==> src/rtl/hazard_pkg.sv <==
// hazard_pkg: shared types and constants for the pipeline hazard controller.
//   hazard_state_e  - controller FSM states (RUN, MEM_WAIT, DRAIN, HALTED)
//   NOP_INSTR       - canonical NOP (addi x0,x0,0) loaded by pipeline
//                     registers on bubble/flush
package hazard_pkg;

  typedef enum logic [1:0] {
    RUN      = 2'd0,
    MEM_WAIT = 2'd1,
    DRAIN    = 2'd2,
    HALTED   = 2'd3
  } hazard_state_e;

  localparam logic [31:0] NOP_INSTR = 32'h0000_0013;

endpackage

==> src/rtl/load_use_detect.sv <==
// load_use_detect: combinational load-use hazard detection.
// Ports:
//   IF_ID_rs1/rs2          in  source registers of the ID instruction
//   IF_ID_use_rs1/use_rs2  in  ID instruction actually reads that source
//   ID_EX_rd               in  destination of the EX instruction
//   ID_EX_mem_read         in  EX instruction is a load
//   lu                     out load result needed by ID next cycle
module load_use_detect (
  input  logic [4:0] IF_ID_rs1,
  input  logic [4:0] IF_ID_rs2,
  input  logic       IF_ID_use_rs1,
  input  logic       IF_ID_use_rs2,
  input  logic [4:0] ID_EX_rd,
  input  logic       ID_EX_mem_read,
  output logic       lu
);

  logic hit_rs1;
  logic hit_rs2;

  always_comb begin
    hit_rs1 = IF_ID_use_rs1 && (IF_ID_rs1 == ID_EX_rd);
    hit_rs2 = IF_ID_use_rs2 && (IF_ID_rs2 == ID_EX_rd);
    // x0 is never written, so a load to x0 cannot create a dependency
    lu      = ID_EX_mem_read && (ID_EX_rd != 5'd0) && (hit_rs1 || hit_rs2);
  end

endmodule

==> src/rtl/hazard_ctrl.sv <==
// hazard_ctrl: pipeline hazard controller for the 5-stage RISC-V core.
// Handles load-use stalls, mispredict flushes, dmem wait freezes and the
// ECALL halt drain; owns the core halted flag.
// Optional feature macro: HAZARD_STALL_CNT_EN adds the stall_cycles port
// and counter (CNT_W bits, wrapping); control behaviour is unchanged.
// Ports:
//   clk, reset (async, active-high)
//   IF_ID_rs1/rs2, IF_ID_use_rs1/rs2, ID_EX_rd, ID_EX_mem_read : load-use inputs
//   mispredict, mem_req, dmem_ready, halt_req                   : event inputs
//   pc_write, IF_ID_write, ID_EX_bubble, IF_ID_flush,
//   ID_EX_flush, pipe_freeze, is_halted                        : controls
//   stall_cycles (macro only)                                   : stall counter
module hazard_ctrl
  import hazard_pkg::*;
#(
  parameter int unsigned DRAIN_CYCLES = 4
`ifdef HAZARD_STALL_CNT_EN
  , parameter int unsigned CNT_W = 32
`endif
) (
  input  logic       clk,
  input  logic       reset,
  input  logic [4:0] IF_ID_rs1,
  input  logic [4:0] IF_ID_rs2,
  input  logic       IF_ID_use_rs1,
  input  logic       IF_ID_use_rs2,
  input  logic [4:0] ID_EX_rd,
  input  logic       ID_EX_mem_read,
  input  logic       mispredict,
  input  logic       mem_req,
  input  logic       dmem_ready,
  input  logic       halt_req,
  output logic       pc_write,
  output logic       IF_ID_write,
  output logic       ID_EX_bubble,
  output logic       IF_ID_flush,
  output logic       ID_EX_flush,
  output logic       pipe_freeze,
  output logic       is_halted
`ifdef HAZARD_STALL_CNT_EN
  , output logic [CNT_W-1:0] stall_cycles
`endif
);

  localparam int unsigned CW = $clog2(DRAIN_CYCLES + 1);
  localparam logic [CW-1:0] CNT_INIT = CW'(DRAIN_CYCLES - 1);

  hazard_state_e state, state_nxt;
  logic [CW-1:0] cnt, cnt_nxt;
  logic          lu;
  logic          mem_stall;
  logic          eval_run;

  load_use_detect u_lu (
    .IF_ID_rs1      (IF_ID_rs1),
    .IF_ID_rs2      (IF_ID_rs2),
    .IF_ID_use_rs1  (IF_ID_use_rs1),
    .IF_ID_use_rs2  (IF_ID_use_rs2),
    .ID_EX_rd       (ID_EX_rd),
    .ID_EX_mem_read (ID_EX_mem_read),
    .lu             (lu)
  );

  assign mem_stall = mem_req && !dmem_ready;

  always_comb begin
    pc_write     = 1'b1;
    IF_ID_write  = 1'b1;
    ID_EX_bubble = 1'b0;
    IF_ID_flush  = 1'b0;
    ID_EX_flush  = 1'b0;
    pipe_freeze  = 1'b0;
    is_halted    = 1'b0;
    state_nxt    = state;
    cnt_nxt      = cnt;
    eval_run     = 1'b0;

    unique case (state)
      RUN: begin
        if (mem_stall) begin
          pc_write    = 1'b0;
          IF_ID_write = 1'b0;
          pipe_freeze = 1'b1;
          state_nxt   = MEM_WAIT;
        end else begin
          eval_run = 1'b1;
        end
      end
      MEM_WAIT: begin
        if (!dmem_ready) begin
          pc_write    = 1'b0;
          IF_ID_write = 1'b0;
          pipe_freeze = 1'b1;
        end else begin
          state_nxt = RUN;
          eval_run  = 1'b1;
        end
      end
      DRAIN: begin
        pc_write    = 1'b0;
        IF_ID_flush = 1'b1;
        if (mem_stall) begin
          // ECALL is frozen with the rest of the pipe; hold the count
          pipe_freeze = 1'b1;
        end else if (cnt == '0) begin
          state_nxt = HALTED;
        end else begin
          cnt_nxt = cnt - 1'b1;
        end
      end
      HALTED: begin
        is_halted   = 1'b1;
        pc_write    = 1'b0;
        IF_ID_write = 1'b0;
        IF_ID_flush = 1'b1;
      end
      default: state_nxt = RUN;
    endcase

    // Shared by RUN and the MEM_WAIT release cycle: events held during the
    // freeze are acted on here in priority order. A halt accepted on the
    // release cycle still enters DRAIN, otherwise the flushed ECALL is lost.
    if (eval_run) begin
      if (mispredict) begin
        IF_ID_flush = 1'b1;
        ID_EX_flush = 1'b1;
      end else if (lu) begin
        pc_write     = 1'b0;
        IF_ID_write  = 1'b0;
        ID_EX_bubble = 1'b1;
      end else if (halt_req) begin
        pc_write    = 1'b0;
        IF_ID_flush = 1'b1;
        state_nxt   = DRAIN;
        cnt_nxt     = CNT_INIT;
      end
    end
  end

  always_ff @(posedge clk or posedge reset) begin
    if (reset) begin
      state <= RUN;
      cnt   <= '0;
    end else begin
      state <= state_nxt;
      cnt   <= cnt_nxt;
    end
  end

`ifdef HAZARD_STALL_CNT_EN
  always_ff @(posedge clk or posedge reset) begin
    if (reset) begin
      stall_cycles <= '0;
    end else if (!pc_write && (state == RUN || state == MEM_WAIT)) begin
      stall_cycles <= stall_cycles + 1'b1;
    end
  end
`endif

endmodule

==> config.mk <==
export PLATFORM = sky130hd
export DESIGN_NAME = hazard_ctrl
export DESIGN_NICKNAME = d
export VERILOG_FILES = /design/src/rtl/hazard_pkg.sv /design/src/rtl/load_use_detect.sv /design/src/rtl/hazard_ctrl.sv
export SDC_FILE = /design/constraint.sdc
export NUM_CORES = 1
export LEC_CHECK = 0
export CAP_MARGIN = 10
export CORE_MARGIN = 10
export CORE_UTILIZATION = 37
export CTS_CLUSTER_DIAMETER = 150
export DETAILED_ROUTE_END_ITERATION = 7
export PLACE_DENSITY = 0.88
export SYNTH_ARGS = -nofsm -noshare
export SYNTH_HDL_FRONTEND = slang
export SYNTH_SLANG_ARGS = --single-unit
==> constraint.sdc <==
create_clock -name clk -period 1.9 [get_ports clk]
set_clock_uncertainty 0.15 [all_clocks]
set_input_delay 0.38 -clock clk [delete_from_list [all_inputs] [get_ports clk]]
set_output_delay 0.38 -clock clk [all_outputs]
set_load 0.05 [all_outputs]
# ---- Word-level counts from Yosys, hierarchy flattened
# Index checks and enable logic that the tools add are counted.
dict set report totals {
  ff_bits 5
  in_bits 24
  out_inout_bits 7
  wordCells 62
}
dict set report classes {
  add_sub_neg 1
  eq_ne 5
  mux 42
  n_reduce_logical 12
}
# op n
set op_table {}
lappend op_table {{$mux 1} 22}
lappend op_table {{$mux 3} 7}
lappend op_table {{$mux 2} 8}
lappend op_table {{$eq 5x5->1} 2}
lappend op_table {{$pmux 1 s3} 2}
lappend op_table {{$pmux 2 s3} 1}
lappend op_table {{$logic_and 1x1->1} 5}
lappend op_table {{$reduce_bool 5->1} 1}
lappend op_table {{$eq 2x2->1 const B} 2}
lappend op_table {{$pmux 1 s2} 2}
lappend op_table {{$reduce_or 2->1} 2}
lappend op_table {{$logic_not 3->1} 1}
lappend op_table {{$sub 3x1->3 const B} 1}
lappend op_table {{$eq 2x1->1 const B} 1}
lappend op_table {{$logic_not 2->1} 1}
lappend op_table {{$logic_not 1->1} 1}
lappend op_table {{$logic_or 1x1->1} 1}

# ---- Logic depth before layout (Yosys ltp)
# Gate-level depths: netlist of the first run.
dict set report depth {
  word_depth 8
  ltp_mapped 6
  ltp_nobuf 6
}

# ---- Modules after synthesis
# Synthesis of the first run repeated with hierarchy kept, for this count alone.
dict set report hier_totals {
  hier_cells 66
  hier_area_um2 544.3
}
# module n_inst cells_per_inst area_each_um2 seq_area_each_um2
set modules_own_cells {}
lappend modules_own_cells {hazard_ctrl 1 49 410.4 125.1}
lappend modules_own_cells {load_use_detect 1 17 133.9 0.0}

# ---- Worst setup path before layout of the first run
# No wires, ideal clock.
dict set report synth_path {
  path_kind {input to output}
  from {input ID_EX_rd[1]}
  to {output IF_ID_write}
  t_arrival_ns 1.935
  required_time_ns 1.370
  slack_ns -0.565
  path_stages 4
  path_buffers 0
  cell_sequence {or4_4 -> o21ai_4 -> nor4_1 -> a21oi_1}
}
dict set report synth_between {
  elab_chain_cells 7
  elab_cells_between_ends 11
  classes_between {eq/ne: 2; mux: 3; reduce/logical: 6}
}
# item line
set synth_lines {}
lappend synth_lines {{start: declaration} hazard_ctrl.sv:27} ;# input logic [4:0] ID_EX_rd,
lappend synth_lines {{$eq 5x5->1 (on tied branches)} {load_use_detect.sv:22, load_use_detect.sv:23}}
lappend synth_lines {{$logic_and 1x1->1 (on tied branches)} {load_use_detect.sv:22, load_use_detect.sv:23}}
lappend synth_lines {{$logic_or 1x1->1} load_use_detect.sv:25} ;# lu = ID_EX_mem_read && (ID_EX_rd != 5'd0) && (hit_rs1 || hit_rs2);
lappend synth_lines {{$logic_and 1x1->1 *} load_use_detect.sv:25}
lappend synth_lines {{$mux 1 *} hazard_ctrl.sv:127} ;# end else if (lu) begin
lappend synth_lines {{$mux 1 *} hazard_ctrl.sv:124} ;# if (mispredict) begin
lappend synth_lines {{$mux 1 *} hazard_ctrl.sv:123} ;# if (eval_run) begin
lappend synth_lines {{end: declaration} hazard_ctrl.sv:34} ;# output logic IF_ID_write,
# Mark *: on every way between the ends. The rest lies on a longest branch, timed or not.

# ---- Worst setup path in the final report of the first run
dict set report layout_path {
  from {input ID_EX_rd[4]}
  to {output IF_ID_write}
}
# Same word-level chain as after synthesis.

==> results.md, run 1 <==
* Antenna violation net count after detailed routing at 0
* Clk slew on worst S/H paths at 0.05 ns
* Largest net degree at the start of global routing at 12
* Crit share post-route at 117.4%
* Critical Path Max Stage Delay at 0.55 ns
* Num rows at 14
* CTS Hold Bufs at 0
* Worst IR Drop VDD at 0.2653 mV
* Gate Count Post-Synth at 68
* RSZ-0062 raised after global routing: true
* Drt pass-1 iters at 4
* CP Max Fanout at 4
* CTS Sinks at 5
* Max_slew headroom at 74.52%
* Final Hold Vio Count at 0
* Via density at 5.472
* IO Count at 31
* Crit path max-delay family: simple AND/OR/NAND/NOR gates
* Vias in the first global route at 840
* CP Class: input port to output port
* Synth cell types at 29
* Grt ovf at 0
* CP required at 1.37 ns
* Post-synthesis cell area at 564.3 sq um
* Post-layout util at 88.69%
* Commonest cells after routing, fill and taps aside: buf_4, dlygate4sd2_1, xnor2_1, buf_12
* Placed instance count at 129
* Lkg Pwr at 0.5762 nW
* Worst-Margin Slew at 0.3790 ns
* Global Route Usage Sum at 13.51%
* Final setup vio count at 4
* CTS H-tree depth at 1
* CTS tree: yes
* Die area at 3487 sq um
* Total number of vias at 788
* Overall power at 583.8 uW
* Residual DRC at 0
* Num CTS Buffers at 3
* Number of I/O port buffers at 30
* Worst Slack Setup Final at -0.3299 ns
* Setup crit start kind: input port
* Clock Root Buffer: clkbuf_4
* Hpwl dp at 1774 microns
* Layout Cells excl Fill at 144
* GPL Wtd Cong at 0.7446
* Layout cells sized above 1 at 51.56%
* Area grow syn2layout at 131.3%
* Fillers at 69
* Die Y at 59.05 microns
* CP Buf/Inv Count at 2
* Failing checks: setup timing
* Flop and latch count out of synthesis at 5
* Status: finished, violations left
* Max Cap Viol at 0
* CORE AREA at 1471 sq um
* Yosys Warn Count at 0
* Crit path DAT at 1.70 ns
* CP max stage cell: or4_4
* Clock Latency Late Sink at 0.25 ns
* Post-route minimum period at 2.230 ns
* Die X at 59.05 microns
* Sequential share of the synthesized area at 22.17%
* Power Dens Cells at 447.4 nW/um^2
* Maximum clock rate at 448.5 MHz
* Hold Path Class: input port to async pin
* Syn nets at 94
* Crit path capture type: output port
* Max-slew violations at 0
* Initial Util at 38.35%
* Diode count at 0
* Crit-path cells: buf_6 -> or4_4 -> o21ai_4 -> nor4_4 -> a21oi_4 -> buf_12
* Aggregate routed wire length at 2679 microns
* DRC marker count from the first detailed-route iteration at 9
* Commonest non-fill, non-tap cell in the layout: buf_4
* Antenna violations before repair at 0
* Maximum clock path buffer count at 2
* Pre-CTS setup slack at -0.6538 ns
* Final #Nets at 155
* Mean post-synth cell area at 8.298 sq um
* First-pass GRT wire length at 3732 microns
* Routed len/inst at 18.60 microns
metrics by stage:
step | hold WS [ns] | area [sq um] | TNS (ns)
2_1_floorplan | 0.008521 | 656.9 | -0.5195
3_3_place_gp | 0.4358 | 1156 | -3.455
3_5_place_dp | 0.4436 | 1156 | -3.941
6_report | 0.1877 | 1305 | -1.285
4_1_cts | 0.1963 | 1250 | -1.145
5_1_grt | 0.2035 | 1305 | -1.510
worst register-to-register path: stages, from the launching register on:
cell	delay (ns)
dfrtp_2	0.45
buf_4	0.17
nor4_2	0.40
o221ai_4	0.20
and3_1	0.19
sequential cells by signal, indices dropped and copies added, names as in the netlist:
register	flops
cnt	3
state	2
final timing paths:
kind	slack (ns)	from	to	cells after the start
worst max-delay path	-0.33	ID_EX_rd[4]	IF_ID_write	6
worst min-delay path	0.19	reset	state[0]	2
worst max register to register	0.21	state[1]	cnt[2]	4
worst min register to register	0.50	cnt[0]	cnt[0]	3
max in group asynchronous	1.21	reset	state[1]	2
min in group clk	0.50	cnt[0]	cnt[0]	3
Yosys cell counts:
master | number | area share [%]
nand3_2 | 1 | 1.8
nor2b_1 | 2 | 2.2
nand3_1 | 4 | 3.5
o2111a_1 | 1 | 2.0
buf_6 | 1 | 2.0
inv_1 | 5 | 3.3
mux2_2 | 1 | 2.0
nand3b_1 | 1 | 1.3
nand4_1 | 2 | 2.2
and3_1 | 1 | 1.1
o22ai_1 | 1 | 1.1
or3_1 | 1 | 1.1
o21ai_0 | 2 | 1.8
nor2_1 | 5 | 3.3
nand2b_1 | 2 | 2.2
o21ai_4 | 1 | 2.9
nor3_1 | 2 | 1.8
nand2_1 | 2 | 1.3
mux2i_1 | 2 | 3.5
or3b_1 | 1 | 1.6
or4_4 | 1 | 2.0
o21ba_2 | 1 | 1.8
xnor2_1 | 11 | 17
ha_1 | 2 | 4.4
nor4_1 | 2 | 2.2
a21oi_1 | 5 | 4.4
o221ai_1 | 1 | 1.6
dfrtp_1 | 5 | 22
and2_1 | 2 | 2.2
kinds of logic after synthesis:
kind of cell / count (synthesis) / synth area share [%]
AO/OA/AOI/OAI: 12 / 15.52
XOR/XNOR: 11 / 17.07
adder cells (fa/ha/maj): 2 / 4.434
buffers and inverters: 6 / 5.322
flip-flops: 5 / 22.17
multiplexers: 3 / 5.543
AND/OR/NAND/NOR: 29 / 29.93
per-layer routing:
metal / vias up / part of all wire (%) / global-route usage [%]
met4: 0 / 5.1 / 6.557
li1: 364 / - / -
met2: 51 / 52 / 24.47
met1: 355 / 34 / 12.13
met5: - / 0 / 0
met3: 18 / 9.5 / 6.652
final cells by class:
class / instances / area (sq um) / share of cell area, %
clock buffers: 4 / 26.28 / 2.013
inverters: 5 / 18.77 / 1.438
multi-input cells: 57 / 558.0 / 42.76
flip-flops and latches: 5 / 126.4 / 9.684
well taps: 16 / 20.02 / 1.534
repair buffers: 57 / 555.5 / 42.57
timing repair:
item | 4_1_cts | 5_1_grt
gates resized for setup | 44 | 5
buffers inserted | 6 | 5
pin swaps | 16 | 7
endpoints found under the setup margin | 10 | 10
where the power goes:
group          internal (mW)  leakage, nW  switching (mW)
sequential             0.139       0.0528          0.0133
clock                 0.0797       0.0150          0.0483
combinational          0.158        0.508           0.146
total                  0.376        0.576           0.207
Power figures use the tool's default switching activity.
==> inputs of run 2 (changes only) <==
--- a/config.mk
+++ b/config.mk
@@ -6,6 +6,7 @@
 export NUM_CORES = 1
 export LEC_CHECK = 0
 export CAP_MARGIN = 10
+export CORE_ASPECT_RATIO = 1.1
 export CORE_MARGIN = 10
 export CORE_UTILIZATION = 37
 export CTS_CLUSTER_DIAMETER = 150
==> results.md, run 2 (synthesis results as in run 1) <==
* Status: finished, violations left
* Failing checks: setup timing
* Max_slew headroom at 70.92%
* Clock Latency Late Sink at 0.26 ns
* Placed instance count at 127
* Worst Slack Setup Final at -0.2969 ns
* Max Cap Viol at 0
* Clk slew on worst S/H paths at 0.06 ns
* Initial Util at 40.27%
* GPL Wtd Cong at 0.7231
* IO Count at 31
* CP Max Fanout at 2
* Via density at 5.435
* Layout cells sized above 1 at 50.82%
* RSZ-0062 raised after global routing: true
* Die Y at 60.96 microns
* Num CTS Buffers at 3
* Num rows at 14
* Final Cell Area at 1264 sq um
* Clock Root Buffer: clkbuf_4
* Post-layout util at 90.18%
* CP required at 1.37 ns
* Largest net degree at the start of global routing at 12
* Residual DRC at 0
* Max-slew violations at 0
* Diode count at 0
* CTS H-tree depth at 1
* Area grow syn2layout at 123.9%
* CTS Sinks at 5
* Setup crit start kind: input port
* Aggregate routed wire length at 2417 microns
* Cell Area, Placed at 1154 sq um
* CTS Hold Bufs at 0
* Drt pass-1 iters at 6
* Post-route minimum period at 2.197 ns
* Crit path DAT at 1.67 ns
* Die area at 3489 sq um
* Layout Cells excl Fill at 138
* Final Hold Vio Count at 0
* Maximum clock path buffer count at 2
* Commonest cells after routing, fill and taps aside: buf_4, dlygate4sd2_1, buf_12
* Die X at 57.24 microns
* Max FFs per register at 3
* Hpwl dp at 1711 microns
* Antenna violations before repair at 0
* Reg with most FFs: cnt
* Commonest non-fill, non-tap cell in the layout: buf_4
* Largest regs: cnt x3, state x2
* Routed len/inst at 17.51 microns
* Hold_ws at 0.1600 ns
* Worst IR Drop VDD at 0.4855 mV
* Grt ovf at 0
* Lkg Pwr at 0.5489 nW
* Antenna violation net count after detailed routing at 0
* Final setup vio count at 8
* CORE AREA at 1401 sq um
* Crit path capture type: output port
* Number of I/O port buffers at 30
* Crit share post-route at 115.6%
* Vias in the first global route at 874
* First-pass GRT wire length at 3781 microns
* DRC marker count from the first detailed-route iteration at 7
* Hold Path Class: input port to async pin
* Final #Nets at 149
* Power Dens Cells at 471.0 nW/um^2
* CTS tree: yes
* Global Route Usage Sum at 13.42%
* Worst-Margin Slew at 0.4321 ns
* CP Class: input port to output port
* Total number of vias at 750
* Pre-CTS setup slack at -0.7069 ns
* Maximum clock rate at 455.2 MHz
## run 2: cell types whose count changed in the layout (fill, tap and decap cells not counted), sizes merged
cell / delta
clkbuf: +1
dlymetal6s2s: -1
buf: -6
clkdlybuf4s15: +2
dlygate4sd2: -2
## run 2: layout make-up
| class | count | area [sq um] |
|---|---|---|
| multi-input combinational | 57 | 551.8 |
| timing repair buffer | 51 | 520.5 |
| fill | 59 | 137.6 |
| sequential | 5 | 126.4 |
| clock buffer | 4 | 26.28 |
| tap | 16 | 20.02 |
| inverter | 5 | 18.77 |
## run 2: worst paths after layout
path,slack (ns),from,end,cells after the start
setup / recovery,-0.30,IF_ID_rs2[4],ID_EX_bubble,6
hold / removal,0.16,reset,cnt[1],2
setup reg to reg,0.22,state[0],cnt[2],4
hold reg to reg,0.52,cnt[2],state[0],3
max in group asynchronous,1.25,reset,state[1],2
min in group clk,0.52,cnt[2],state[0],3
## run 2: worst max-delay path: stages
cell             delay, ns
clkdlybuf4s15_1       0.21
xnor2_2               0.19
nand4_1               0.21
o22ai_4               0.27
o2111a_2              0.26
buf_12                0.14
## run 2: through the flow
stage,power (mW),TNS [ns]
3_5_place_dp,0.4303,-4.454
3_3_place_gp,0.4089,-4.118
5_1_grt,0.6233,-1.771
2_1_floorplan,0.3067,-0.5195
6_report,0.5952,-1.511
4_1_cts,0.5724,-1.028
## run 2: where the power goes
group / leakage, nW / internal (mW) / total, mW / switching, mW
Sequential: 0.0528 / 0.139 / 0.150 / 0.0116
Combinational: 0.481 / 0.159 / 0.302 / 0.143
Clock: 0.0150 / 0.0806 / 0.143 / 0.0624
Total: 0.549 / 0.379 / 0.595 / 0.217
## run 2: timing repair
| item | 4_1_cts | 5_1_grt |
|---|---|---|
| buffers inserted | 5 | 2 |
| pin swaps | 18 | 11 |
| endpoints found under the setup margin | 10 | 9 |
| resized for setup | 48 | 6 |
## run 2: metal layers
| metal | vias up | track usage, % | wire, microns |
|---|---|---|---|
| li1 | 350 | - | - |
| met1 | 354 | 11.72 | 855 |
| met2 | 38 | 26.51 | 1312 |
| met3 | 8 | 4.593 | 188 |
| met4 | 0 | 7.383 | 61 |
| met5 | - | 0 | 0 |
